<file path="config.mk">
export PLATFORM = sky130hd
export DESIGN_NAME = mm_seq_ctrl_flat
export DESIGN_NICKNAME = d
export VERILOG_FILES = /design/src/rtl/mm_seq_ctrl_if.sv /design/src/rtl/mm_seq_ctrl.sv /design/src/flat_wrapper.sv
export SDC_FILE = /design/constraint.sdc
export NUM_CORES = 1
export LEC_CHECK = 0
export BUFFER_PORTS_ARGS = -buffer_cell sky130_fd_sc_hd__buf_4
export CORE_UTILIZATION = 31
export CTS_CLUSTER_DIAMETER = 200
export DETAILED_ROUTE_END_ITERATION = 6
export GPL_TIMING_DRIVEN = 0
export PLACE_DENSITY = 0.49
export RECOVER_POWER = 100
export SYNTH_ARGS = -nofsm -noshare
export SYNTH_HDL_FRONTEND = slang
export SYNTH_SLANG_ARGS = --single-unit
export TNS_END_PERCENT = 50
</file>
<file path="constraint.sdc">
create_clock -name clk -period 4.9 [get_ports clk]
set_input_delay 0.735 -clock clk [delete_from_list [all_inputs] [get_ports clk]]
set_output_delay 0.735 -clock clk [all_outputs]
set_load 0.02 [all_outputs]
</file>
<file path="src/rtl/mm_seq_ctrl_if.sv">
// Control-plane bundle between the host, the matrix-multiply sequencer and
// the datapath control pins. The master side is the host (go / in_valid /
// start); the slave side is the sequencer, which drives every strobe.
interface mm_seq_ctrl_if;
  logic go;
  logic in_valid;
  logic in_ready;
  logic start;
  logic ldw;
  logic ldx;
  logic clear_mem;
  logic clear_mac;
  logic unload1;
  logic unload2;
  logic unload3;
  logic ld;
  logic busy;
  logic done;
  logic err;

  modport master (
    output go, in_valid, start,
    input  in_ready, ldw, ldx, clear_mem, clear_mac,
           unload1, unload2, unload3, ld, busy, done, err
  );

  modport slave (
    input  go, in_valid, start,
    output in_ready, ldw, ldx, clear_mem, clear_mac,
           unload1, unload2, unload3, ld, busy, done, err
  );
endinterface

</file>
<file path="src/rtl/mm_seq_ctrl.sv">
// Sequencer for the 3x3 matrix-multiply datapath. One go request clears the
// bank and MACs, streams 9 weight and 9 activation nibbles into the bank,
// waits for the bank's start flag, steps the three unload phases with the MAC
// accumulate enable, drains the MAC pipeline and reports done, or flags a
// sticky error if start never arrives.
module mm_seq_ctrl #(
  parameter int ELEMS      = 9,
  parameter int UNLOAD_CYC = 3,
  parameter int DRAIN_CYC  = 3,
  parameter int START_TO   = 16
) (
  input  logic         clk,
  input  logic         rst_n,
  mm_seq_ctrl_if.slave bus
);

  typedef enum logic [3:0] {
    S_IDLE,
    S_CLR,
    S_LOADW,
    S_LOADX,
    S_WAIT,
    S_U1,
    S_U2,
    S_U3,
    S_DRAIN,
    S_DONE
  } state_t;

  localparam logic [3:0] ELEM_LAST   = 4'(ELEMS - 1);
  localparam logic [4:0] UNLOAD_LAST = 5'(UNLOAD_CYC - 1);
  localparam logic [4:0] DRAIN_LAST  = 5'(DRAIN_CYC - 1);
  localparam logic [4:0] TO_LAST     = 5'(START_TO - 1);

  state_t     r_state;
  state_t     w_state_next;
  logic [3:0] r_elem;
  logic [4:0] r_phase;
  logic       r_err;

  logic w_loading;
  logic w_accept;
  logic w_elem_last;
  logic w_phase_st;
  logic w_timeout;
  logic w_leave;

  assign w_loading   = (r_state == S_LOADW) || (r_state == S_LOADX);
  assign w_accept    = w_loading && bus.in_valid;
  assign w_elem_last = (r_elem == ELEM_LAST);
  assign w_phase_st  = (r_state == S_WAIT) || (r_state == S_U1) || (r_state == S_U2) ||
                       (r_state == S_U3)   || (r_state == S_DRAIN);
  assign w_timeout   = (r_state == S_WAIT) && !bus.start && (r_phase == TO_LAST);
  assign w_leave     = (w_state_next != r_state);

  // State register.
  always_ff @(posedge clk or negedge rst_n) begin
    // NOTE: sequential state uses non-blocking assignments so every register
    // samples pre-edge values regardless of block ordering.
    if (!rst_n) begin
      r_state <= S_IDLE;
    end else begin
      r_state <= w_state_next;
    end
  end

  // Next-state decode.
  always_comb begin
    // NOTE: default first so that every path assigns w_state_next and no
    // latch is inferred for the hold case.
    w_state_next = r_state;
    unique case (r_state)
      S_IDLE:  if (bus.go) w_state_next = S_CLR;
      S_CLR:   w_state_next = S_LOADW;
      S_LOADW: if (w_accept && w_elem_last) w_state_next = S_LOADX;
      S_LOADX: if (w_accept && w_elem_last) w_state_next = S_WAIT;
      S_WAIT: begin
        if (bus.start)     w_state_next = S_U1;
        else if (w_timeout) w_state_next = S_IDLE;
      end
      S_U1:    if (r_phase == UNLOAD_LAST) w_state_next = S_U2;
      S_U2:    if (r_phase == UNLOAD_LAST) w_state_next = S_U3;
      S_U3:    if (r_phase == UNLOAD_LAST) w_state_next = S_DRAIN;
      S_DRAIN: if (r_phase == DRAIN_LAST)  w_state_next = S_DONE;
      S_DONE:  w_state_next = S_IDLE;
      default: w_state_next = S_IDLE;
    endcase
  end

  // Element / phase counters restart on every state change; err is sticky
  // until the next accepted go.
  always_ff @(posedge clk or negedge rst_n) begin
    if (!rst_n) begin
      r_elem  <= '0;
      r_phase <= '0;
      r_err   <= 1'b0;
    end else begin
      if (w_leave)       r_elem <= '0;
      else if (w_accept) r_elem <= r_elem + 4'd1;

      if (w_leave)         r_phase <= '0;
      else if (w_phase_st) r_phase <= r_phase + 5'd1;

      if ((r_state == S_IDLE) && bus.go) r_err <= 1'b0;
      else if (w_timeout)                r_err <= 1'b1;
    end
  end

  // Output decode: Moore on state, except the write strobes gated by in_valid.
  always_comb begin
    bus.in_ready  = 1'b0;
    bus.ldw       = 1'b0;
    bus.ldx       = 1'b0;
    bus.clear_mem = 1'b0;
    bus.clear_mac = 1'b0;
    bus.unload1   = 1'b0;
    bus.unload2   = 1'b0;
    bus.unload3   = 1'b0;
    bus.ld        = 1'b0;
    bus.busy      = (r_state != S_IDLE);
    bus.done      = 1'b0;
    bus.err       = r_err;
    unique case (r_state)
      S_CLR: begin
        bus.clear_mem = 1'b1;
        bus.clear_mac = 1'b1;
      end
      S_LOADW: begin
        bus.in_ready = 1'b1;
        bus.ldw      = bus.in_valid;
      end
      S_LOADX: begin
        bus.in_ready = 1'b1;
        bus.ldx      = bus.in_valid;
      end
      S_U1: begin
        bus.unload1 = 1'b1;
        bus.ld      = 1'b1;
      end
      S_U2: begin
        bus.unload2 = 1'b1;
        bus.ld      = 1'b1;
      end
      S_U3: begin
        bus.unload3 = 1'b1;
        bus.ld      = 1'b1;
      end
      S_DRAIN: bus.ld   = 1'b1;
      S_DONE:  bus.done = 1'b1;
      default: ;
    endcase
  end

endmodule

</file>
<file path="src/flat_wrapper.sv">
// flat-port wrapper written by rule: the top's interface ports become plain ports
module mm_seq_ctrl_flat 
#(
  parameter int ELEMS      = 9,
  parameter int UNLOAD_CYC = 3,
  parameter int DRAIN_CYC  = 3,
  parameter int START_TO   = 16
)
  (clk, rst_n, bus_go, bus_in_valid, bus_start, bus_in_ready, bus_ldw, bus_ldx, bus_clear_mem, bus_clear_mac, bus_unload1, bus_unload2, bus_unload3, bus_ld, bus_busy, bus_done, bus_err);
  mm_seq_ctrl_if bus_i ();
  input  logic clk;
  input  logic rst_n;
  input wire logic [$bits(bus_i.go)-1:0] bus_go;
  input wire logic [$bits(bus_i.in_valid)-1:0] bus_in_valid;
  input wire logic [$bits(bus_i.start)-1:0] bus_start;
  output wire logic [$bits(bus_i.in_ready)-1:0] bus_in_ready;
  output wire logic [$bits(bus_i.ldw)-1:0] bus_ldw;
  output wire logic [$bits(bus_i.ldx)-1:0] bus_ldx;
  output wire logic [$bits(bus_i.clear_mem)-1:0] bus_clear_mem;
  output wire logic [$bits(bus_i.clear_mac)-1:0] bus_clear_mac;
  output wire logic [$bits(bus_i.unload1)-1:0] bus_unload1;
  output wire logic [$bits(bus_i.unload2)-1:0] bus_unload2;
  output wire logic [$bits(bus_i.unload3)-1:0] bus_unload3;
  output wire logic [$bits(bus_i.ld)-1:0] bus_ld;
  output wire logic [$bits(bus_i.busy)-1:0] bus_busy;
  output wire logic [$bits(bus_i.done)-1:0] bus_done;
  output wire logic [$bits(bus_i.err)-1:0] bus_err;
  assign bus_i.go = bus_go;
  assign bus_i.in_valid = bus_in_valid;
  assign bus_i.start = bus_start;
  assign bus_in_ready = bus_i.in_ready;
  assign bus_ldw = bus_i.ldw;
  assign bus_ldx = bus_i.ldx;
  assign bus_clear_mem = bus_i.clear_mem;
  assign bus_clear_mac = bus_i.clear_mac;
  assign bus_unload1 = bus_i.unload1;
  assign bus_unload2 = bus_i.unload2;
  assign bus_unload3 = bus_i.unload3;
  assign bus_ld = bus_i.ld;
  assign bus_busy = bus_i.busy;
  assign bus_done = bus_i.done;
  assign bus_err = bus_i.err;
  mm_seq_ctrl #(.ELEMS(ELEMS), .UNLOAD_CYC(UNLOAD_CYC), .DRAIN_CYC(DRAIN_CYC), .START_TO(START_TO)) u_core (.clk(clk), .rst_n(rst_n), .bus(bus_i));
endmodule
</file>
==> Word level (Yosys, flattened, before mapping) <==
Cells that the tools add are included.
Widths: inputs -> output; s select.
{ "totals": {"word_cells": 62, "output_inout_bits": 12, "input_bits": 5, "reg_bits": 14} }
{ "classes": {"n_reduce_logical": 18, "n_eq_ne": 13, "muxes": 25, "n_addsub": 2} }
{ "op_table": {"columns": ["op", "n"], "rows": [
  ["$mux 4", 11],
  ["$pmux 4 s9", 1],
  ["$eq 4x3->1 const B", 4],
  ["$eq 4x4->1 const B", 3],
  ["$mux 1", 11],
  ["$mux 5", 2],
  ["$eq 4x2->1 const B", 2],
  ["$reduce_bool 2->1", 3],
  ["$add 5x1->5 const B", 1],
  ["$eq 5x2->1 const B", 1],
  ["$eq 5x4->1 const B", 1],
  ["$logic_and 1x1->1", 5],
  ["$logic_or 1x1->1", 5],
  ["$add 4x1->4 const B", 1],
  ["$eq 4x1->1 const B", 1],
  ["$logic_not 4->1", 1],
  ["$ne 4x4->1", 1],
  ["$reduce_bool 4->1", 1],
  ["$reduce_or 4->1", 1],
  ["$reduce_or 2->1", 1],
  ["$logic_not 1->1", 1]
]} }

==> Depth between registers and ports, before layout <==
{ "depth": {"word_depth": 8, "ltp_mapped": 7, "mapped_depth_nobuf": 7} }

==> Least setup slack after synthesis <==
Ideal clock, no wire load.
{ "synth_path": {"path_type": "flip-flop to output port", "from": "register u_core.r_state[1]", "to": "output bus_clear_mem", "required_ns": 4.165, "path_stages_with_launch": 5, "path_buffers": 2, "slack_ns": 2.641, "arrival_ns": 1.524, "path_cell_list": "dfrtp_1 > buf_2 > nand2b_1 > nor3_1 > buf_4"} }
{ "synth_between": {"elab_chain_cells": 2} }
{ "synth_lines": {"columns": ["item", "line", "source"], "rows": [
  ["from (decl)", "mm_seq_ctrl.sv:35", "state_t r_state;"],
  ["from (signal assigned)", "mm_seq_ctrl.sv:63", "r_state <= w_state_next;"],
  ["$eq 4x1->1", null, null],
  ["$mux 1", null, null],
  ["to (decl)", "flat_wrapper.sv:19", "output wire logic [$bits(bus_i.clear_mem)-1:0] bus_clear_mem;"]
]} }
Every way passes these cells.

==> Final worst setup path <==
{ "layout_path": {"from": "register u_core.r_phase[0]", "to": "register u_core.r_phase[1]"} }
{ "layout_between": {"elab_chain_cells": 7, "word_cells_on_any_way": 15, "cone_classes": "add/sub (1); eq/ne (3); mux (9); reduce/logical (2)"} }
{ "layout_lines": {"columns": ["item", "line", "source"], "rows": [
  ["from (decl)", "mm_seq_ctrl.sv:38", "logic [4:0] r_phase;"],
  ["from (signal assigned)", "mm_seq_ctrl.sv:102", "else if (w_phase_st) r_phase <= r_phase + 5'd1;"],
  ["$eq 5x4->1", "mm_seq_ctrl.sv:53", "assign w_timeout = (r_state == S_WAIT) && !bus.start && (r_phase == TO_LAST);"],
  ["$logic_and 1x1->1", "mm_seq_ctrl.sv:53", null],
  ["$mux 4", "mm_seq_ctrl.sv:79", "else if (w_timeout) w_state_next = S_IDLE;"],
  ["$mux 4", "mm_seq_ctrl.sv:78", "if (bus.start) w_state_next = S_U1;"],
  ["$pmux 4 s9", "mm_seq_ctrl.sv:72", "unique case (r_state)"],
  ["$ne 4x4->1", "mm_seq_ctrl.sv:54", "assign w_leave = (w_state_next != r_state);"],
  ["$mux 5 / $reduce_bool 2->1 (equally long branches)", null, null]
]} }
Several ways; a longest one is shown, not always the timed one. The select of a mux whose other input is x is not followed.
A chain may end at the register's enable or synchronous reset.

==> flow_summary_export.csv <==
group,metric,value,unit
clocking,numCtsBuffers,3,
pwr,p_per_area,377,nW/µm²
timing,setup_viol,0,
setup_path,slowest_delay,940,ps
finish,area_growth,13.4,%
detailed_routing,vias_per_cell,5.19,
logic_synthesis,synthFlopType,"dfrtp_1",
clocking,htreeDepth,1,
finish,final_nets,148,
finish,final_cell_mix,"clkbuf_1 (15), dfrtp_1 (14), nor2_1 (9)",
timing,worst_slew_pin_slew,1160,ps
timing,tns,0,ps
setup_path,end_kind,"flip-flop",
setup_path,critPathLaunchType,"flip-flop",
die,die_x,61.7,µm
finish,drive_above_1_share,0.182,
detailed_routing,route.vias.total,950,
die,core,3360,µm²
setup_path,worstPathRequired,5020,ps
timing,slew_headroom,0.219,
global_route,grt_pass1_wl,4260,µm
finish,num-fill-cells,394,
logic_synthesis,synthArstFlopShare,1.00,
detailed_routing,dr.pass1.iters,4,
clocking,clk_latency,300,ps
place,routabilityCongestion,0.792,
place,dp_hpwl,1940,µm
setup_path,crit_family,"compound AO/OA/AOI/OAI gates",
finish,final_cells,183,
pwr,swShare,0.427,
timing,drv_slew,0,
place,io_buffers,16,
setup_path,cpMaxStageDelayCell,"o21ai_0",
timing,hold_viol,0,
finish,utilization,0.372,
detailed_routing,routedWlPerCell,14.2,µm
die,die_area,3810,µm²
finish,regArea,350,µm²
timing,min_period_over_period,0.611,
finish,final_common_cell,"clkbuf_1",
logic_synthesis,avgSynthCellArea,9.44,µm²
logic_synthesis,yosysWarningCount,0,
pwr,power,0.472,mW
clocking,clockBufferDepth,2,
clocking,tritoncts,"built",
pwr,power_frac_comb,0.480,
timing,max_freq,0.334,GHz
logic_synthesis,ys_types,47,
global_route,grt_pass1_vias,927,
finish,multi_input_comb_area,637,µm²
setup_path,cp_cell_sequence,"inv_1, ha_1, nor4b_1, a22oi_1, o21ai_0, nor4_1",
logic_synthesis,syn-num-nets,127,
logic_synthesis,ys_seq_area_frac,0.317,
setup_path,crit_arrival,3110,ps
setup_path,critPathMaxFanout,9,
logic_synthesis,netlist_instances,117,
timing,rsz0062_at_grt,"no",
global_route,antenna_found_initial,0,
pwr,clockPowerShare,0.187,
logic_synthesis,synth_area,1100,µm²
place,dp_slack,2550,ps
place,dp.cells,179,
logic_synthesis,ys_ff_latch,14,
clocking,cts-root-buf,"clkbuf_4",
timing,min_period,2990,ps
global_route,grt_usage,0.155,
die,fp.dieH,61.7,µm
clocking,cts_resized,0,
status,outcome,"completed",
detailed_routing,drc,0,
detailed_routing,drtIter0Drc,45,
clocking,holdBufCountCts,0,
timing,fin_skew,11.8,ps
pwr,seqPwrFrac,0.333,
die,rows,21,
die,start_util,0.328,
pwr,ir_drop,0.188,mV
logic_synthesis,synth_edf_count,0,
setup_path,crit_buf_inv,1,
clocking,path_clk_slew,100,ps
die,io_pins,17,
detailed_routing,ant_nets,0,
setup_path,path_class,"reg2reg",
global_route,globalRouteOverflowTotal,0,
pwr,leakagePower,0.492,nW
clocking,clock-sinks,14,
timing,worst_slack,1910,ps
clocking,postCtsSetupBuffers,0,
pwr,p_switching,0.202,mW
finish,antenna_cells,0,
global_route,grt_start_max_net_pins,15,
detailed_routing,drt_wl_total,2590,µm
hold_path,hp-class,"in2async",
pwr,p_int,0.271,mW
run,cap_violations,0,
area by class of cell:
| cell class | instances | share of cell area |
|---|---|---|
| multi-input cells | 85 | 0.508 |
| inverters | 8 | 0.0240 |
| well taps | 46 | 0.0460 |
| clock buffers | 4 | 0.0290 |
| plain buffers | 10 | 0.0500 |
| repair buffers | 16 | 0.0629 |
| flip-flops and latches | 14 | 0.280 |
flip-flops by register name, summed over array words and instances, names as in the netlist:
name,flops
u_core.r_phase,5
u_core.r_elem,4
u_core.r_state,4
u_core.bus.err,1
per-layer routing:
| metal | global-route usage | part of all wire | vias up |
|---|---|---|---|
| met5 | 0 | 0 | - |
| met4 | 0.0317 | 0.0050 | 0 |
| met3 | 0.0393 | 0.039 | 2 |
| met1 | 0.196 | 0.48 | 461 |
| met2 | 0.267 | 0.48 | 20 |
| li1 | - | - | 467 |
cell usage after synthesis (all sizes together) (3+ instances only):
master	n	area, µm²
ha	5	62.6
o21ai	5	25.0
a31oi	3	18.8
buf	8	60.1
nor3	4	20.0
nor2	9	33.8
a21oi	6	33.8
inv	8	30.0
nand2	7	28.8
nor4	9	68.8
dfrtp	14	350
nor4b	3	41.3
xnor2	4	35.0
nand2b	3	18.8
logic make-up (layout without fill, tap and decap cells):
| kind of cell | count (synthesis) | after routing | synth area share |
|---|---|---|---|
| AOI/OAI and AO/OA | 24 | 24 | 0.172 |
| xor gates and xnor gates | 6 | 6 | 0.0476 |
| adders and majority gates | 5 | 5 | 0.0566 |
| buffers and inverters | 18 | 38 | 0.0895 |
| DFF | 14 | 14 | 0.317 |
| muxes | 2 | 2 | 0.0193 |
| and+or+nand+nor | 48 | 48 | 0.298 |
power groups by stage:
stage	Combinational (mW)	Sequential, mW	Clock (mW)
6_report	0.227	0.157	0.0885
5_1_grt	0.252	0.161	0.0969
4_1_cts	0.240	0.158	0.0891
3_5_place_dp	0.240	0.160	0
3_3_place_gp	0.238	0.160	0
2_1_floorplan	0.181	0.156	0
worst paths after layout:
check | from | end | cells past startpoint | slack (ps)
max | u_core.r_phase[0]$_DFFE_PN0P_ | u_core.r_phase[1]$_DFFE_PN0P_ | 6 | 1910
min | rst_n | u_core.bus.err$_DFFE_PN0P_ | 1 | 500
max reg2reg | u_core.r_phase[0]$_DFFE_PN0P_ | u_core.r_phase[1]$_DFFE_PN0P_ | 6 | 1910
min reg2reg | u_core.bus.err$_DFFE_PN0P_ | u_core.bus.err$_DFFE_PN0P_ | 2 | 550
max in group asynchronous | rst_n | u_core.r_elem[1]$_DFFE_PN0P_ | 1 | 3880
min in group clk | u_core.bus.err$_DFFE_PN0P_ | u_core.bus.err$_DFFE_PN0P_ | 2 | 550
metrics by stage:
step / hold WS, ps / cell area [µm²]
final: 501 / 1250
after global routing: 568 / 1250
after CTS: 285 / 1320
after detailed placement: 544 / 1280
after global placement: 534 / 1280
after floorplan: 439 / 1100
No activity file was read; power rests on OpenSTA's default activity.
